$ cat src/rtl/instr_fetch_unit.sv
// Program sequencer: owns the PC, drives the instruction ROM address, holds the IR,
// resolves conditional jumps and detects program end / PC overrun.
module instr_fetch_unit #(
    parameter int ADDR_W     = 10,
    parameter int INSTR_W    = 16,
    parameter int OPC_W      = 6,
    parameter int JUMPZ_OPC  = 52,
    parameter int JUMPNZ_OPC = 47,
    parameter int HALT_OPC   = 46,
    parameter int PROG_LEN   = 165
) (
    input  logic                     clk,
    input  logic                     rst_n,
    input  logic                     start,
    output logic [ADDR_W-1:0]        imem_addr,
    input  logic [INSTR_W-1:0]       imem_data,
    input  logic                     z_flag,
    input  logic                     exec_done,
    output logic                     instr_valid,
    output logic [OPC_W-1:0]         opcode,
    output logic [INSTR_W-OPC_W-1:0] operand,
    output logic                     running,
    output logic                     halted,
    output logic                     fault,
    output logic [15:0]              retired
);

    // state | meaning
    // IDLE  | waiting for start, pc held at 0
    // FETCH | imem_addr stable, ROM registers the word
    // LOAD  | ROM word captured into IR
    // EXEC  | instruction presented, waiting for exec_done
    // HALT  | program ended (HALT opcode or overrun fault)

    localparam int OPR_W = INSTR_W - OPC_W;
    localparam int NPC_W = ADDR_W + 1;

    typedef enum logic [2:0] {
        S_IDLE,
        S_FETCH,
        S_LOAD,
        S_EXEC,
        S_HALT
    } state_t;

    state_t              state_q;
    logic [ADDR_W-1:0]   pc_q;
    logic [INSTR_W-1:0]  ir_q;
    logic [15:0]         retired_q;
    logic                instr_valid_q;
    logic                running_q;
    logic                halted_q;
    logic                fault_q;

    logic [OPC_W-1:0]    opc_w;
    logic [OPR_W-1:0]    opr_w;
    logic [NPC_W-1:0]    next_pc_d;
    logic                overrun_d;
    logic [15:0]         retired_d;

    assign opc_w = ir_q[INSTR_W-1 -: OPC_W];
    assign opr_w = ir_q[OPR_W-1:0];

    // One extra bit so pc+1 wrapping past the address space still reads as overrun.
    always_comb begin
        next_pc_d = NPC_W'(pc_q) + NPC_W'(1);
        if ((opc_w == OPC_W'(JUMPZ_OPC)) && z_flag)
            next_pc_d = NPC_W'(opr_w);
        else if ((opc_w == OPC_W'(JUMPNZ_OPC)) && !z_flag)
            next_pc_d = NPC_W'(opr_w);
        overrun_d = (next_pc_d >= NPC_W'(PROG_LEN));
        retired_d = (retired_q == 16'hFFFF) ? retired_q : retired_q + 16'd1;
    end

    always_ff @(posedge clk or negedge rst_n) begin
        if (!rst_n) begin
            state_q       <= S_IDLE;
            pc_q          <= '0;
            ir_q          <= '0;
            retired_q     <= '0;
            instr_valid_q <= 1'b0;
            running_q     <= 1'b0;
            halted_q      <= 1'b0;
            fault_q       <= 1'b0;
        end else begin
            case (state_q)
                S_IDLE: begin
                    pc_q <= '0;
                    if (start) begin
                        state_q   <= S_FETCH;
                        running_q <= 1'b1;
                    end
                end
                S_FETCH: state_q <= S_LOAD;
                S_LOAD: begin
                    ir_q          <= imem_data;
                    instr_valid_q <= 1'b1;
                    state_q       <= S_EXEC;
                end
                S_EXEC: begin
                    if (exec_done) begin
                        instr_valid_q <= 1'b0;
                        retired_q     <= retired_d;
                        if (opc_w == OPC_W'(HALT_OPC)) begin
                            state_q   <= S_HALT;
                            running_q <= 1'b0;
                            halted_q  <= 1'b1;
                        end else if (overrun_d) begin
                            state_q   <= S_HALT;
                            running_q <= 1'b0;
                            halted_q  <= 1'b1;
                            fault_q   <= 1'b1;
                        end else begin
                            pc_q    <= next_pc_d[ADDR_W-1:0];
                            state_q <= S_FETCH;
                        end
                    end
                end
                S_HALT: begin
                    if (start) begin
                        pc_q      <= '0;
                        fault_q   <= 1'b0;
                        retired_q <= '0;
                        halted_q  <= 1'b0;
                        running_q <= 1'b1;
                        state_q   <= S_FETCH;
                    end
                end
                default: state_q <= S_IDLE;
            endcase
        end
    end

    assign imem_addr   = pc_q;
    assign opcode      = opc_w;
    assign operand     = opr_w;
    assign instr_valid = instr_valid_q;
    assign running     = running_q;
    assign halted      = halted_q;
    assign fault       = fault_q;
    assign retired     = retired_q;

endmodule

$ cat config.mk
export PLATFORM = sky130hd
export DESIGN_NAME = instr_fetch_unit
export DESIGN_NICKNAME = d
export VERILOG_FILES = /design/src/rtl/instr_fetch_unit.sv
export SDC_FILE = /design/constraint.sdc
export NUM_CORES = 1
export LEC_CHECK = 0
export BUFFER_PORTS_ARGS = -buffer_cell sky130_fd_sc_hd__buf_2
export CORE_UTILIZATION = 35
export CTS_BUF_LIST = sky130_fd_sc_hd__clkbuf_4 sky130_fd_sc_hd__clkbuf_8 sky130_fd_sc_hd__clkbuf_16
export CTS_CLUSTER_SIZE = 24
export DETAILED_ROUTE_END_ITERATION = 8
export GPL_TIMING_DRIVEN = 0
export PLACE_DENSITY = 0.63
export SLEW_MARGIN = 10
export SYNTH_ARGS = -nofsm -noshare
export SYNTH_HDL_FRONTEND = slang
export SYNTH_SLANG_ARGS = --single-unit
$ cat constraint.sdc
create_clock -name clk -period 6.5 [get_ports clk]
set_input_delay 1.3 -clock clk [delete_from_list [all_inputs] [get_ports clk]]
set_output_delay 1.3 -clock clk [all_outputs]
set_load 0.02 [all_outputs]
==> results.cfg, run 1 <==
[status]
status = completed

[critical_path]
endpoint_kind = flop
cp_data_required_time_ns = 6.71
crit_path_start_kind = primary input
reg2reg_depth = 9
cp.arrival_ns = 3.33
path_cells = buf_2, nand2b_1, o32ai_2, nand2_1, o22ai_1, a21bo_1, clkbuf_1, a21oi_1, a21o_1
cp_max_fo = 10
crit_type = in2reg
crit_slowest_cell = o32ai_2
rrSetupSlack_ns = 3.72
slowest_delay_ns = 0.54

[pwr]
power.density_mw_per_mm2 = 421
ir_worst_vdd_mv = 0.196
leakagePower_nw = 1.48
power_w = 0.00129

[timing]
hold_violations = 0
fin_skew_ns = 0.0127
relSlewSlack = 0.497
rsz0062_at_grt = false
period_share = 0.480
timing.fmax_ghz = 0.320
slew_violations = 0
setup_viol = 0
period_minus_slack_ns = 3.12
tightest_slew_ns = 0.747
timing.setup.tns_ns = 0

[synth]
async_flop_share = 1.00
yosys.cell_count.top_type = dfrtp_1
synth_area_sq_mm = 0.00251
synthTopCellsByArea = dfrtp_1, mux2_2, nand3_1, o21ai_0, nand2_1
synthFlopType = dfrtp_1
yosysTopAreaCellShare = 0.488
yosysTopAreaCell = dfrtp_1
synth-seq-cells = 49
synth_nets = 278
synth-edff-count = 0
ys_top_cells_by_count = dfrtp_1, nand2_1, nand3_1
synthCells = 255
yosysSeqAreaShare = 0.488
ys_types = 47
synth.avg_cell_area_sq_um = 9.86
yosysWarnings = 0

[global_route]
grt_overflow = 0
groute.usage.overall = 0.169
grt_max_degree = 50
grt_pass1_wl_um = 9960
antenna_found_initial = 0
first_global_vias = 2091

[min_path]
hold_path.class = reg2reg
holdPathStages = 1

[finish]
drive_above_1_share = 0.299
area_growth_pct = 22.1
fin_area_sq_mm = 0.00307
nets = 351
layoutNonFillerInstCount = 424
num_antenna_cells = 0

[floorplanning]
row_count = 30
io_pins = 67
core-area_sq_mm = 0.00687
start_util = 0.366
die_h_um = 86.8
dieWidth_um = 86.8
dieArea_sq_mm = 0.00753

[placement]
port_buffers = 66
hpwl_um = 4350
dpl-instance-area_sq_mm = 0.00297
placed_cells = 417
routabilityCongestion = 0.826

[run]
drv_cap = 0

[drt]
dr.pass1.iters = 4
routed_wl_um = 5870
dr.first_iter.drc_count = 112
wl_per_cell_um = 13.9
postRouteAntennaNets = 0
num_vias = 2157
drcViolationCount = 0
vias_per_cell = 5.09

[cts]
insertion_delay_ns = 0.30
numCtsBuffers = 5
ctsHoldBuffers = 0
cts_resized = 0
cts.sinks = 49
clk_pin_slew_ns = 0.10
tritoncts = built
ctsLongestPathBuffers = 2
postCtsSetupBuffers = 0
cts-root-buf = clkbuf_8
htreeDepth = 2
## per-stage QoR
step / utilization / setup WS [ns] / hold slack (ns)
after global placement: 0.432 / 3.08 / 0.457
after global routing: 0.447 / 3.07 / 0.515
after floorplan: - / 3.40 / 0.466
after CTS: 0.447 / 3.38 / 0.486
after detailed placement: 0.432 / 3.05 / 0.465
final: 0.447 / 3.38 / 0.487
## power by group
part           total (W)  internal, W  leakage [nW]  switching (W)
clock network   0.000212     0.000112        0.0540       0.000100
logic           0.000557     0.000228         0.811       0.000329
registers       0.000522     0.000407         0.614       0.000115
total            0.00129     0.000748          1.48       0.000544
## cell usage in the layout (no fill, tap or decap), types with 5 or more instances in the layout
cell type,count
o21ai_0,17
dfrtp_1,49
inv_1,6
nand2_1,22
nand3_1,21
nor3_1,7
xnor2_1,5
mux2_2,16
a21o_1,7
clkbuf_1,5
xor2_1,7
buf_2,65
nor2_1,20
clkbuf_8,5
nand4_1,5
a21oi_1,12
and3_1,8
## flip-flops by register name (all words and copies together) (netlist names)
name	count
fault	1
running	1
instr_valid	1
imem_addr	10
ir_q	16
halted	1
retired	16
state_q	3
## final timing paths
check                          endpoint         start
min                              halted        halted
max                        imem_addr[5]        z_flag
min reg2reg                      halted        halted
min in group asynchronous   retired[10]         rst_n
max reg2reg                imem_addr[6]  imem_addr[0]
max in group asynchronous   retired[14]         rst_n
## cell families after synthesis
family / share of synthesized area
buf+inv: 0.0264
xor+xnor: 0.0418
mux: 0.0796
fa+ha+maj: 0.00995
simple gates: 0.206
flops: 0.488
compound gates: 0.149
## layout make-up
type / instances / area, sq um
buffer: 9 / 43.8
clock buffer: 5 / 68.8
clock inverter: 2 / 35.0
fill: 670 / 3800
inverter: 6 / 22.5
multi-input combinational: 191 / 1220
sequential: 49 / 1230
tap: 96 / 120
timing repair buffer: 66 / 333
## worst max-delay path, delay by kind of cell
kind            cells  cell delay, ns
buf+inv             2            0.46
simple gates        2            0.30
compound gates      5            1.25
## per-layer routing
metal,track usage,routed length [um]
met5,0,0
met4,0.0515,76
met3,0.0400,231
met2,0.256,2660
met1,0.240,2900
No activity file was read; power rests on OpenSTA's default activity.
==> run 2: changes to the inputs <==
Settings changed: PLACE_DENSITY 0.63 to 0.65.
Clock period 6.5 ns to 2.8 ns, I/O delays scaled along.
==> results.cfg, run 2 (synthesis results as in run 1) <==
[critical_path]
crit_slowest_cell = or4b_1
path_buf_inv = 1
critPathTopFamily = compound AO/OA/AOI/OAI gates
endpoint_kind = flop
slowest_delay_ns = 0.48
cp.arrival_ns = 2.85
reg2reg_depth = 9
rrSetupSlack_ns = 0.14
rr_startpoint = imem_addr[1]
path_cells = ha_1, clkbuf_4, nand3_1, or4b_1, a211o_1, a21oi_2, a21bo_1, and2_4, a221o_1
crit_type = reg2reg
cp_max_fo = 7
cp_data_required_time_ns = 2.99
timing.rr.end = imem_addr[6]
crit_path_start_kind = flop

[timing]
period_share = 0.950
worst_slack_ns = 0.139
relSlewSlack = 0.284
hold_violations = 0
fin_skew_ns = 0.00700
timing.setup.tns_ns = 0
period_minus_slack_ns = 2.66
timing.fmax_ghz = 0.376
slew_violations = 0
tightest_slew_ns = 1.07
setup_viol = 0
rsz0062_at_grt = false

[global_route]
grt_max_degree = 50
antenna_found_initial = 0
first_global_vias = 2028
groute.usage.overall = 0.167
grt_pass1_wl_um = 9760
grt_overflow = 0

[floorplanning]
core-area_sq_mm = 0.00687
start_util = 0.366
io_pins = 67
dieArea_sq_mm = 0.00753
dieWidth_um = 86.8
row_count = 30
die_h_um = 86.8

[cts]
htreeDepth = 2
numCtsBuffers = 5
tritoncts = built
cts-root-buf = clkbuf_8
clk_pin_slew_ns = 0.10
cts.sinks = 49
ctsLongestPathBuffers = 2
insertion_delay_ns = 0.30

[finish]
fillers = 670
nets = 353
layout_common_cells = buf_2, dfrtp_1, nand2_1
final_common_cell = buf_2
area_growth_pct = 22.9
drive_above_1_share = 0.317
num_antenna_cells = 0

[pwr]
leakagePower_nw = 1.48
power.density_mw_per_mm2 = 960
ir_worst_vdd_mv = 0.582

[placement]
routabilityCongestion = 0.830
hpwl_um = 4320
port_buffers = 66
dp_slack_ns = 0.0516

[drt]
dr.first_iter.drc_count = 90
routed_wl_um = 5930
dr.pass1.iters = 4
num_vias = 2189
postRouteAntennaNets = 0
wl_per_cell_um = 13.9
vias_per_cell = 5.13
drcViolationCount = 0

[min_path]
hold_path.class = in2async

[run]
drv_cap = 0

[status]
status = completed
[run 2: area by class of cell]
class | instances | area, sq um | area share
Buffer | 9 | 47.5 | 0.0154
Clock buffer | 5 | 68.8 | 0.0223
Clock inverter | 3 | 21.3 | 0.00688
Inverter | 6 | 22.5 | 0.00728
Multi-Input combinational cell | 191 | 1240 | 0.400
Sequential cell | 49 | 1230 | 0.397
Tap cell | 96 | 120 | 0.0389
Timing Repair Buffer | 68 | 345 | 0.112
[run 2: what timing repair did]
item | in CTS | in global routing
gates resized for setup | 0 | 8
endpoints found under the setup margin | 0 | 11
hold buffers | 0 | 0
buffers inserted | 0 | 2
[run 2: report_power, final]
part / total, W / internal [W] / switching (W)
clock network: 0.000425 / 0.000178 / 0.000247
registers: 0.00120 / 0.000948 / 0.000253
logic: 0.00134 / 0.000554 / 0.000790
total: 0.00297 / 0.00168 / 0.00129
[run 2: worst max path at each step]
stage / start / endpoint / slack [ns] / cells past startpoint
floorplan: imem_addr[0] / imem_addr[6] / 0.11 / 9
global placement: imem_addr[0] / imem_addr[6] / 0.08 / 9
detailed placement: imem_addr[0] / imem_addr[6] / 0.05 / 9
CTS: imem_addr[0] / imem_addr[6] / 0.02 / 9
global route: imem_addr[1] / imem_addr[6] / 0.008 / 9
finish: imem_addr[1] / imem_addr[6] / 0.14 / 9
[run 2: worst reg2reg max path, cell delays in order (launching register included)]
cell,delay (ns)
dfrtp_2,0.42
ha_1,0.15
clkbuf_4,0.17
nand3_1,0.09
or4b_1,0.48
a211o_1,0.34
a21oi_2,0.16
a21bo_1,0.24
and2_4,0.16
a221o_1,0.35
[run 2: routing by layer]
| layer | global-route usage | wire, um | vias up |
|---|---|---|---|
| met3 | 0.0371 | 348 | 7 |
| met2 | 0.253 | 2720 | 68 |
| met4 | 0.0561 | 80 | 0 |
| met5 | 0 | 0 | - |
| met1 | 0.236 | 2780 | 1038 |
| li1 | - | - | 1076 |
[run 2: metrics by stage]
step,total power (W),util,area (sq um),std cells,hold WS [ns]
finish,0.00297,0.450,3090,427,0.443
global route,0.00319,0.450,3090,427,0.472
CTS,0.00296,0.445,3060,425,0.465
detailed placement,0.00252,0.432,2970,417,0.466
global placement,0.00250,0.432,2970,417,0.456
floorplan,0.00208,-,2510,255,0.264
